===== config.mk =====
export PLATFORM = sky130hd
export DESIGN_NAME = gpu_launch_ctrl
export DESIGN_NICKNAME = d
export VERILOG_FILES = /design/src/rtl/gpu_defines.sv /design/src/rtl/axi_lite_slave_if.sv /design/src/rtl/gpu_launch_ctrl.sv
export SDC_FILE = /design/constraint.sdc
export NUM_CORES = 1
export LEC_CHECK = 0
export CELL_PAD_IN_SITES_DETAIL_PLACEMENT = 2
export CELL_PAD_IN_SITES_GLOBAL_PLACEMENT = 2
export CORE_AREA = 3 3 185 187
export CTS_BUF_LIST = sky130_fd_sc_hd__clkbuf_8
export CTS_CLUSTER_DIAMETER = 150
export DETAILED_ROUTE_END_ITERATION = 12
export DIE_AREA = 0 0 188 190
export PLACE_DENSITY_LB_ADDON = 0.1
export SLEW_MARGIN = 20
export SYNTH_ARGS = -nofsm -noshare
export SYNTH_HDL_FRONTEND = slang
export SYNTH_SLANG_ARGS = --single-unit

===== constraint.sdc =====
create_clock -name clk -period 5.6 [get_ports clk]
set_input_delay 0.56 -clock clk [delete_from_list [all_inputs] [get_ports clk]]
set_output_delay 0.56 -clock clk [all_outputs]
set_load 0.02 [all_outputs]

===== src/rtl/gpu_defines.sv =====
// Shared definitions for the GPU launch controller: register map, launch FSM states
// and AXI response codes.
package gpu_defines;

    // Word index of each register, taken from byte address bits [4:2]
    localparam logic [2:0] REG_CTRL            = 3'd0;
    localparam logic [2:0] REG_STATUS          = 3'd1;
    localparam logic [2:0] REG_BASE_INSTR      = 3'd2;
    localparam logic [2:0] REG_BASE_DATA       = 3'd3;
    localparam logic [2:0] REG_NUM_BLOCKS      = 3'd4;
    localparam logic [2:0] REG_WARPS_PER_BLOCK = 3'd5;
    localparam logic [2:0] REG_CYCLE_COUNT     = 3'd6;
    localparam logic [2:0] REG_LAUNCH_COUNT    = 3'd7;

    typedef enum logic [1:0] {
        IDLE,
        RST,
        RUN,
        DONE
    } launch_state_t;

    typedef enum logic [1:0] {
        RESP_OKAY   = 2'b00,
        RESP_EXOKAY = 2'b01,
        RESP_SLVERR = 2'b10,
        RESP_DECERR = 2'b11
    } axi_resp_t;

    // Merge write data into a register image, byte lane by byte lane
    function automatic logic [31:0] apply_wstrb(input logic [31:0] cur,
                                                input logic [31:0] wdata,
                                                input logic [3:0]  strb);
        logic [31:0] res;
        res = cur;
        for (int i = 0; i < 4; i++) begin
            if (strb[i]) begin
                res[8*i +: 8] = wdata[8*i +: 8];
            end
        end
        return res;
    endfunction

endpackage


===== src/rtl/axi_lite_slave_if.sv =====
// AXI4-Lite slave front end: turns the AW/W/B and AR/R handshakes into single-cycle
// write and read strobes for a register file. One write outstanding at a time.
module axi_lite_slave_if
    import gpu_defines::*;
#(
    parameter int unsigned ADDR_W = 8
) (
    input  logic              clk,
    input  logic              reset_n,
    input  logic [ADDR_W-1:0] s_axi_awaddr,
    input  logic              s_axi_awvalid,
    output logic              s_axi_awready,
    input  logic [31:0]       s_axi_wdata,
    input  logic [3:0]        s_axi_wstrb,
    input  logic              s_axi_wvalid,
    output logic              s_axi_wready,
    output logic [1:0]        s_axi_bresp,
    output logic              s_axi_bvalid,
    input  logic              s_axi_bready,
    input  logic [ADDR_W-1:0] s_axi_araddr,
    input  logic              s_axi_arvalid,
    output logic              s_axi_arready,
    output logic [31:0]       s_axi_rdata,
    output logic [1:0]        s_axi_rresp,
    output logic              s_axi_rvalid,
    input  logic              s_axi_rready,
    output logic              wr_en,
    output logic [2:0]        wr_idx,
    output logic [31:0]       wr_data,
    output logic [3:0]        wr_strb,
    input  axi_resp_t         wr_resp,
    output logic              rd_en,
    output logic [2:0]        rd_idx,
    input  logic [31:0]       rd_data
);

    logic        aw_held_q, aw_held_d;
    logic [2:0]  aw_idx_q;
    logic        w_held_q, w_held_d;
    logic [31:0] w_data_q;
    logic [3:0]  w_strb_q;
    logic        bvalid_q, bvalid_d;
    axi_resp_t   bresp_q;
    logic        awready_q, wready_q, arready_q;
    logic        rvalid_q, rvalid_d;
    logic [31:0] rdata_q;
    logic        aw_hs, w_hs;

    // Only the word index is decoded; the remaining address bits are ignored
    logic unused_addr;
    assign unused_addr = ^{s_axi_awaddr[ADDR_W-1:5], s_axi_awaddr[1:0],
                           s_axi_araddr[ADDR_W-1:5], s_axi_araddr[1:0]};

    // Handshake decode and next-state for the holding slots and response channels
    always_comb begin
        aw_hs     = s_axi_awvalid & awready_q;
        w_hs      = s_axi_wvalid & wready_q;
        // Commit once both halves sit in their slots
        wr_en     = aw_held_q & w_held_q;
        aw_held_d = wr_en ? 1'b0 : (aw_held_q | aw_hs);
        w_held_d  = wr_en ? 1'b0 : (w_held_q | w_hs);
        bvalid_d  = wr_en | (bvalid_q & ~s_axi_bready);
        rd_en     = s_axi_arvalid & arready_q;
        rvalid_d  = rd_en | (rvalid_q & ~s_axi_rready);
    end

    // Slot, response and ready registers; readies are registered so they read 0 in reset
    always_ff @(posedge clk or negedge reset_n) begin
        if (!reset_n) begin
            aw_held_q <= 1'b0;
            aw_idx_q  <= '0;
            w_held_q  <= 1'b0;
            w_data_q  <= '0;
            w_strb_q  <= '0;
            bvalid_q  <= 1'b0;
            bresp_q   <= RESP_OKAY;
            awready_q <= 1'b0;
            wready_q  <= 1'b0;
            arready_q <= 1'b0;
            rvalid_q  <= 1'b0;
            rdata_q   <= '0;
        end else begin
            aw_held_q <= aw_held_d;
            w_held_q  <= w_held_d;
            bvalid_q  <= bvalid_d;
            rvalid_q  <= rvalid_d;
            awready_q <= ~aw_held_d & ~bvalid_d;
            wready_q  <= ~w_held_d & ~bvalid_d;
            arready_q <= ~rvalid_d;
            if (aw_hs) begin
                aw_idx_q <= s_axi_awaddr[4:2];
            end
            if (w_hs) begin
                w_data_q <= s_axi_wdata;
                w_strb_q <= s_axi_wstrb;
            end
            if (wr_en) begin
                bresp_q <= wr_resp;
            end
            if (rd_en) begin
                rdata_q <= rd_data;
            end
        end
    end

    assign wr_idx        = aw_idx_q;
    assign wr_data       = w_data_q;
    assign wr_strb       = w_strb_q;
    assign rd_idx        = s_axi_araddr[4:2];
    assign s_axi_awready = awready_q;
    assign s_axi_wready  = wready_q;
    assign s_axi_bvalid  = bvalid_q;
    assign s_axi_bresp   = bresp_q;
    assign s_axi_arready = arready_q;
    assign s_axi_rvalid  = rvalid_q;
    assign s_axi_rdata   = rdata_q;
    assign s_axi_rresp   = RESP_OKAY;

endmodule


===== src/rtl/gpu_launch_ctrl.sv =====
// GPU launch controller: AXI4-Lite register file holding the kernel launch config,
// plus the FSM that resets the GPU, runs it until done and records status/counters.
module gpu_launch_ctrl
    import gpu_defines::*;
#(
    parameter int unsigned ADDR_W       = 8,
    parameter int unsigned RESET_CYCLES = 4
) (
    input  logic              clk,
    input  logic              reset_n,
    input  logic [ADDR_W-1:0] s_axi_awaddr,
    input  logic              s_axi_awvalid,
    output logic              s_axi_awready,
    input  logic [31:0]       s_axi_wdata,
    input  logic [3:0]        s_axi_wstrb,
    input  logic              s_axi_wvalid,
    output logic              s_axi_wready,
    output logic [1:0]        s_axi_bresp,
    output logic              s_axi_bvalid,
    input  logic              s_axi_bready,
    input  logic [ADDR_W-1:0] s_axi_araddr,
    input  logic              s_axi_arvalid,
    output logic              s_axi_arready,
    output logic [31:0]       s_axi_rdata,
    output logic [1:0]        s_axi_rresp,
    output logic              s_axi_rvalid,
    input  logic              s_axi_rready,
    output logic              gpu_reset,
    output logic [31:0]       base_instr,
    output logic [31:0]       base_data,
    output logic [31:0]       num_blocks,
    output logic [31:0]       warps_per_block,
    output logic              execution_start,
    input  logic              execution_done,
    output logic              irq
);

    localparam int unsigned RstCntW = (RESET_CYCLES > 1) ? $clog2(RESET_CYCLES) : 1;

    logic          wr_en, rd_en;
    logic [2:0]    wr_idx, rd_idx;
    logic [31:0]   wr_data, rd_data;
    logic [3:0]    wr_strb;
    axi_resp_t     wr_resp;

    launch_state_t state_q;
    logic [RstCntW-1:0] rst_cnt_q;
    logic          gpu_reset_q, exec_start_q;
    logic [31:0]   cycle_cnt_q, launch_cnt_q;
    logic          irq_en_q, done_sticky_q;
    logic [31:0]   base_instr_q, base_data_q, num_blocks_q, warps_q;

    logic busy, ctrl_wr, status_wr, cfg_wr, start_req, start_launch, start_zero, done_set;

    // rdata is registered inside the interface, so the read strobe itself is not needed here
    logic unused_rd_en;
    assign unused_rd_en = rd_en;

    axi_lite_slave_if #(
        .ADDR_W (ADDR_W)
    ) u_axi_if (
        .clk           (clk),
        .reset_n       (reset_n),
        .s_axi_awaddr  (s_axi_awaddr),
        .s_axi_awvalid (s_axi_awvalid),
        .s_axi_awready (s_axi_awready),
        .s_axi_wdata   (s_axi_wdata),
        .s_axi_wstrb   (s_axi_wstrb),
        .s_axi_wvalid  (s_axi_wvalid),
        .s_axi_wready  (s_axi_wready),
        .s_axi_bresp   (s_axi_bresp),
        .s_axi_bvalid  (s_axi_bvalid),
        .s_axi_bready  (s_axi_bready),
        .s_axi_araddr  (s_axi_araddr),
        .s_axi_arvalid (s_axi_arvalid),
        .s_axi_arready (s_axi_arready),
        .s_axi_rdata   (s_axi_rdata),
        .s_axi_rresp   (s_axi_rresp),
        .s_axi_rvalid  (s_axi_rvalid),
        .s_axi_rready  (s_axi_rready),
        .wr_en         (wr_en),
        .wr_idx        (wr_idx),
        .wr_data       (wr_data),
        .wr_strb       (wr_strb),
        .wr_resp       (wr_resp),
        .rd_en         (rd_en),
        .rd_idx        (rd_idx),
        .rd_data       (rd_data)
    );

    // Write decode, launch request and write response
    always_comb begin
        busy         = (state_q != IDLE);
        ctrl_wr      = wr_en && (wr_idx == REG_CTRL);
        status_wr    = wr_en && (wr_idx == REG_STATUS);
        cfg_wr       = wr_en && (wr_idx inside {REG_BASE_INSTR, REG_BASE_DATA,
                                                REG_NUM_BLOCKS, REG_WARPS_PER_BLOCK});
        start_req    = ctrl_wr && wr_strb[0] && wr_data[0];
        start_launch = start_req && !busy && (num_blocks_q != '0);
        // An empty grid completes on the spot without touching the GPU
        start_zero   = start_req && !busy && (num_blocks_q == '0);
        done_set     = (state_q == DONE) || start_zero;
        wr_resp      = ((start_req || cfg_wr) && busy) ? RESP_SLVERR : RESP_OKAY;
    end

    // Read mux; sampled by the interface on the AR handshake
    always_comb begin
        rd_data = '0;
        case (rd_idx)
            REG_CTRL:            rd_data = {30'd0, irq_en_q, 1'b0};
            REG_STATUS:          rd_data = {30'd0, done_sticky_q, busy};
            REG_BASE_INSTR:      rd_data = base_instr_q;
            REG_BASE_DATA:       rd_data = base_data_q;
            REG_NUM_BLOCKS:      rd_data = num_blocks_q;
            REG_WARPS_PER_BLOCK: rd_data = warps_q;
            REG_CYCLE_COUNT:     rd_data = cycle_cnt_q;
            REG_LAUNCH_COUNT:    rd_data = launch_cnt_q;
            default:             rd_data = '0;
        endcase
    end

    // Host-writable registers; config is frozen while a launch is in flight
    always_ff @(posedge clk or negedge reset_n) begin
        if (!reset_n) begin
            irq_en_q      <= 1'b0;
            done_sticky_q <= 1'b0;
            base_instr_q  <= '0;
            base_data_q   <= '0;
            num_blocks_q  <= '0;
            warps_q       <= '0;
        end else begin
            if (ctrl_wr && wr_strb[0]) begin
                irq_en_q <= wr_data[1];
            end
            // Hardware set beats a same-cycle W1C
            if (done_set) begin
                done_sticky_q <= 1'b1;
            end else if (status_wr && wr_strb[0] && wr_data[1]) begin
                done_sticky_q <= 1'b0;
            end
            if (cfg_wr && !busy) begin
                case (wr_idx)
                    REG_BASE_INSTR:      base_instr_q <= apply_wstrb(base_instr_q, wr_data, wr_strb);
                    REG_BASE_DATA:       base_data_q  <= apply_wstrb(base_data_q, wr_data, wr_strb);
                    REG_NUM_BLOCKS:      num_blocks_q <= apply_wstrb(num_blocks_q, wr_data, wr_strb);
                    REG_WARPS_PER_BLOCK: warps_q      <= apply_wstrb(warps_q, wr_data, wr_strb);
                    default: ;
                endcase
            end
        end
    end

    // Launch sequencer with registered GPU control outputs and counters
    always_ff @(posedge clk or negedge reset_n) begin
        if (!reset_n) begin
            state_q      <= IDLE;
            rst_cnt_q    <= '0;
            gpu_reset_q  <= 1'b1;
            exec_start_q <= 1'b0;
            cycle_cnt_q  <= '0;
            launch_cnt_q <= '0;
        end else begin
            case (state_q)
                IDLE: begin
                    if (start_launch) begin
                        state_q     <= RST;
                        rst_cnt_q   <= RstCntW'(RESET_CYCLES - 1);
                        cycle_cnt_q <= '0;
                    end
                end
                RST: begin
                    if (rst_cnt_q == '0) begin
                        state_q      <= RUN;
                        gpu_reset_q  <= 1'b0;
                        exec_start_q <= 1'b1;
                    end else begin
                        rst_cnt_q <= rst_cnt_q - 1'b1;
                    end
                end
                RUN: begin
                    if (cycle_cnt_q != 32'hFFFF_FFFF) begin
                        cycle_cnt_q <= cycle_cnt_q + 32'd1;
                    end
                    if (execution_done) begin
                        state_q      <= DONE;
                        exec_start_q <= 1'b0;
                    end
                end
                DONE: begin
                    launch_cnt_q <= launch_cnt_q + 32'd1;
                    gpu_reset_q  <= 1'b1;
                    state_q      <= IDLE;
                end
                default: state_q <= IDLE;
            endcase
        end
    end

    assign gpu_reset       = gpu_reset_q;
    assign execution_start = exec_start_q;
    assign base_instr      = base_instr_q;
    assign base_data       = base_data_q;
    assign num_blocks      = num_blocks_q;
    assign warps_per_block = warps_q;
    assign irq             = done_sticky_q & irq_en_q;

endmodule

==> results.md <==
- Clock Latency Late Sink: 0.58 ns
- Clock Skews: 0.0295 ns
- Ys Warns: 0
- Place WS: 2.10 ns
- Clk buf depth: 3
- Setup CP Type: register to register
- Die Y: 190 um
- IR drop worst, VDD: 292 uV
- Post_cts resized: 0
- Fin. max-slew vios: 0
- Critical path launch point: state_q[1]$_DFFE_PN0P_
- Root buf cell: clkbuf_8
- Capturing point of the worst reg2reg path: launch_cnt_q[29]$_DFFE_PN0P_
- IO buf count: 218
- Largest net degree at the start of global routing: 120
- ANT cells: 0
- Synthesized area: 12,700 um^2
- Core Area: 32,600 um^2
- Via count: 10,100
- Via density: 5.72
- Share of layout cells above drive strength 1: 0.220
- Power per Cell Area: 533 nW/um^2
- Syn Area/Cell: 11.9 um^2
- Num CTS Buffers: 50
- Cell depth of the worst setup path: 7
- Crit. End Element: register
- Commonest cells after routing, fill and taps aside: 278 x dfrtp_1, 217 x clkdlybuf4s50_1, 173 x mux2_2, 118 x nand2_1, 67 x clkbuf_8
- Detailed router's first-iteration violation count: 603
- Slowest cell on crit path: nor4_1
- Worst R2R Start: state_q[1]$_DFFE_PN0P_
- Most used cell, CP: nand4_1
- Status: complete, no violations
- Reg clk slew, reported paths: 0.06 ns
- Vias in the first global route: 11,400
- TritonCTS clock tree: yes
- First-pass GRT wire length: 72.3 mm
- Drt drc: 0
- GRT Overall Usage: 0.263
- Routed length per instance: 26.5 um
- Rel. slew slack: 0.283
- Max incr delay on CP: 0.79 ns
- Final Cycle Share: 0.570
- Post-detailed-route count of antenna-violating nets: 0
- Crit-path max FO: 8
- Final Hold Viols: 0
- R2r worst-path depth: 7
- WL final: 47.0 mm
- Clock Sinks: 279
- Leakage power: 0.00740 uW
- Family with the most delay on the worst path: simple AND/OR/NAND/NOR gates
- Crit path DAT: 3.68 ns
- Hold-fix buffer count after cts: 0
- Worst Setup EP: launch_cnt_q[29]$_DFFE_PN0P_
- Initial DRT Pass Iterations: 7
- Final setup vio count: 0
- Die span in x: 188 um
- Starting Density: 0.389
- Ports: 232
- Worst hold-check slack: 0.0525 ns
- H-tree depth: 2
- Overflow after GRT: 0
- Post-DP HPWL: 31.7 mm
- Actual slew at the worst max-slew pin: 1.07 ns
- Hold Path Class: input port to asynchronous set/reset pin
- Most common cell after layout, fill and taps aside: dfrtp_1
- Nets: 1,362
- Fmax: 0.313 GHz
- Sequential-to-total area share from yosys stat: 0.550
- Post-synth EDFFs: 0
- Worst setup margin: 2.41 ns
- Unique masters post-synth: 66
- Die area: 35,700 um^2
- Synth Flop Type: dfrtp_1
- Minimum clock period: 3.19 ns
- Critical Path RT: 6.09 ns
- Area contributors post-synth: dfrtp_1 55%, mux2_2 15%, nand2_1 3.5%
- Synthesized flop and latch total: 279
- Yosys top cell area share: 0.548
- Fraction of registers with async set or reset after synthesis: 1.00
- FP Rows: 66
- Cells along the critical path: ha_1, and3_1, nand4_1, nor4_1, nand4_1, nor2_1, xor2_1
- Setup slack, reg-to-reg: 2.41 ns
- Cell taking the most area after synthesis: dfrtp_1
- Max-Cap Viols: 0
- Setup TNS: 0 ns
- Gpl congestion: 0.796
- Unrepaired setup endpoints after global routing: false
- Mapped Cells: 1,065
- Crit start category: register
- Post-CTS Setup Bufs: 0
- CP Buf/Inv Count: 0
- Area growth syn-to-layout: 29.4%
- Initial antenna violation count: 1
==> Yosys cell counts (10+ instances only) <==
library cell	instances
a221oi_1	32
dfrtp_1	278
a22oi_1	41
xor2_1	10
o21ai_0	51
and3_1	22
nand4_1	19
clkbuf_1	47
a221o_1	14
xnor2_1	22
inv_1	10
a22o_1	21
mux2_2	173
a211o_1	12
nor4b_1	12
nand2_1	119
nor4_1	11
nor2_1	26
nand3_1	24
==> worst register-to-register path, delay by kind of cell (launching register included) <==
kind                     cells  cell delay, ns
XOR/XNOR                     1            0.16
adder cells (fa/ha/maj)      1            0.46
flip-flops                   1            0.39
AND/OR/NAND/NOR              5            2.10
==> logic make-up (layout without fill, tap and decap cells) <==
kind of cell / after synthesis / count (layout) / share of synthesized area
adders and majority gates: 8 / 8 / 0.00788
muxes: 176 / 176 / 0.156
buffers and inverters: 70 / 336 / 0.0237
AOI/OAI and AO/OA: 204 / 204 / 0.120
and+or+nand+nor: 295 / 295 / 0.120
xor gates and xnor gates: 32 / 32 / 0.0221
DFF: 279 / 279 / 0.550
other: 1 / 3 / 0.000295
==> state kept, by name, indices dropped and copies added, names as in the netlist, 2 cells and up <==
name,cells
base_data,32
base_instr,32
cycle_cnt_q,32
launch_cnt_q,32
num_blocks,32
rst_cnt_q,2
state_q,2
u_axi_if.s_axi_rdata,32
u_axi_if.wr_data,32
u_axi_if.wr_idx,3
u_axi_if.wr_strb,4
warps_per_block,32
==> layer usage <==
layer,part of all wire,routed length [um],track usage,vias up
met5,0.00060,28,0,-
met3,0.060,2820,0.0658,72
li1,-,-,-,4410
met4,0.024,1110,0.0690,4
met2,0.48,22700,0.439,266
met1,0.43,20300,0.344,5393
==> area by class of cell <==
| type | instances | area [um^2] |
|---|---|---|
| Clock buffer | 67 | 922 |
| Clock inverter | 24 | 135 |
| Fill cell | 3195 | 16200 |
| Inverter | 10 | 37.5 |
| Multi-Input combinational cell | 718 | 5480 |
| Sequential cell | 279 | 6980 |
| Tap cell | 442 | 553 |
| Timing Repair Buffer | 235 | 2330 |
==> where the power goes <==
part / switching [uW] / internal, uW / total (uW)
Combinational: 1720 / 1560 / 3280
Clock: 881 / 1110 / 2000
Sequential: 798 / 2690 / 3480
Total: 3400 / 5370 / 8760
==> metrics by stage <==
step	power, uW	area (um^2)	cells	util
after floorplan	4990	12700	1067	-
after global placement	6640	15400	1684	0.471
after detailed placement	6780	15400	1684	0.471
after CTS	8840	16400	1775	0.504
after global routing	9240	16400	1775	0.504
final	8760	16400	1775	0.504
==> worst min path at each step <==
stage | end | slack [ns]
floorplan | base_data[0]$_DFFE_PN0P_ | 0.26
global placement | launch_cnt_q[31]$_DFFE_PN0P_ | 0.46
detailed placement | launch_cnt_q[31]$_DFFE_PN0P_ | 0.47
CTS | u_axi_if.s_axi_wready$_DFF_PN0_ | 0.09
global route | u_axi_if.s_axi_bvalid$_DFF_PN0_ | 0.11
finish | u_axi_if.s_axi_bvalid$_DFF_PN0_ | 0.05
(Power assumes the default switching activity.)
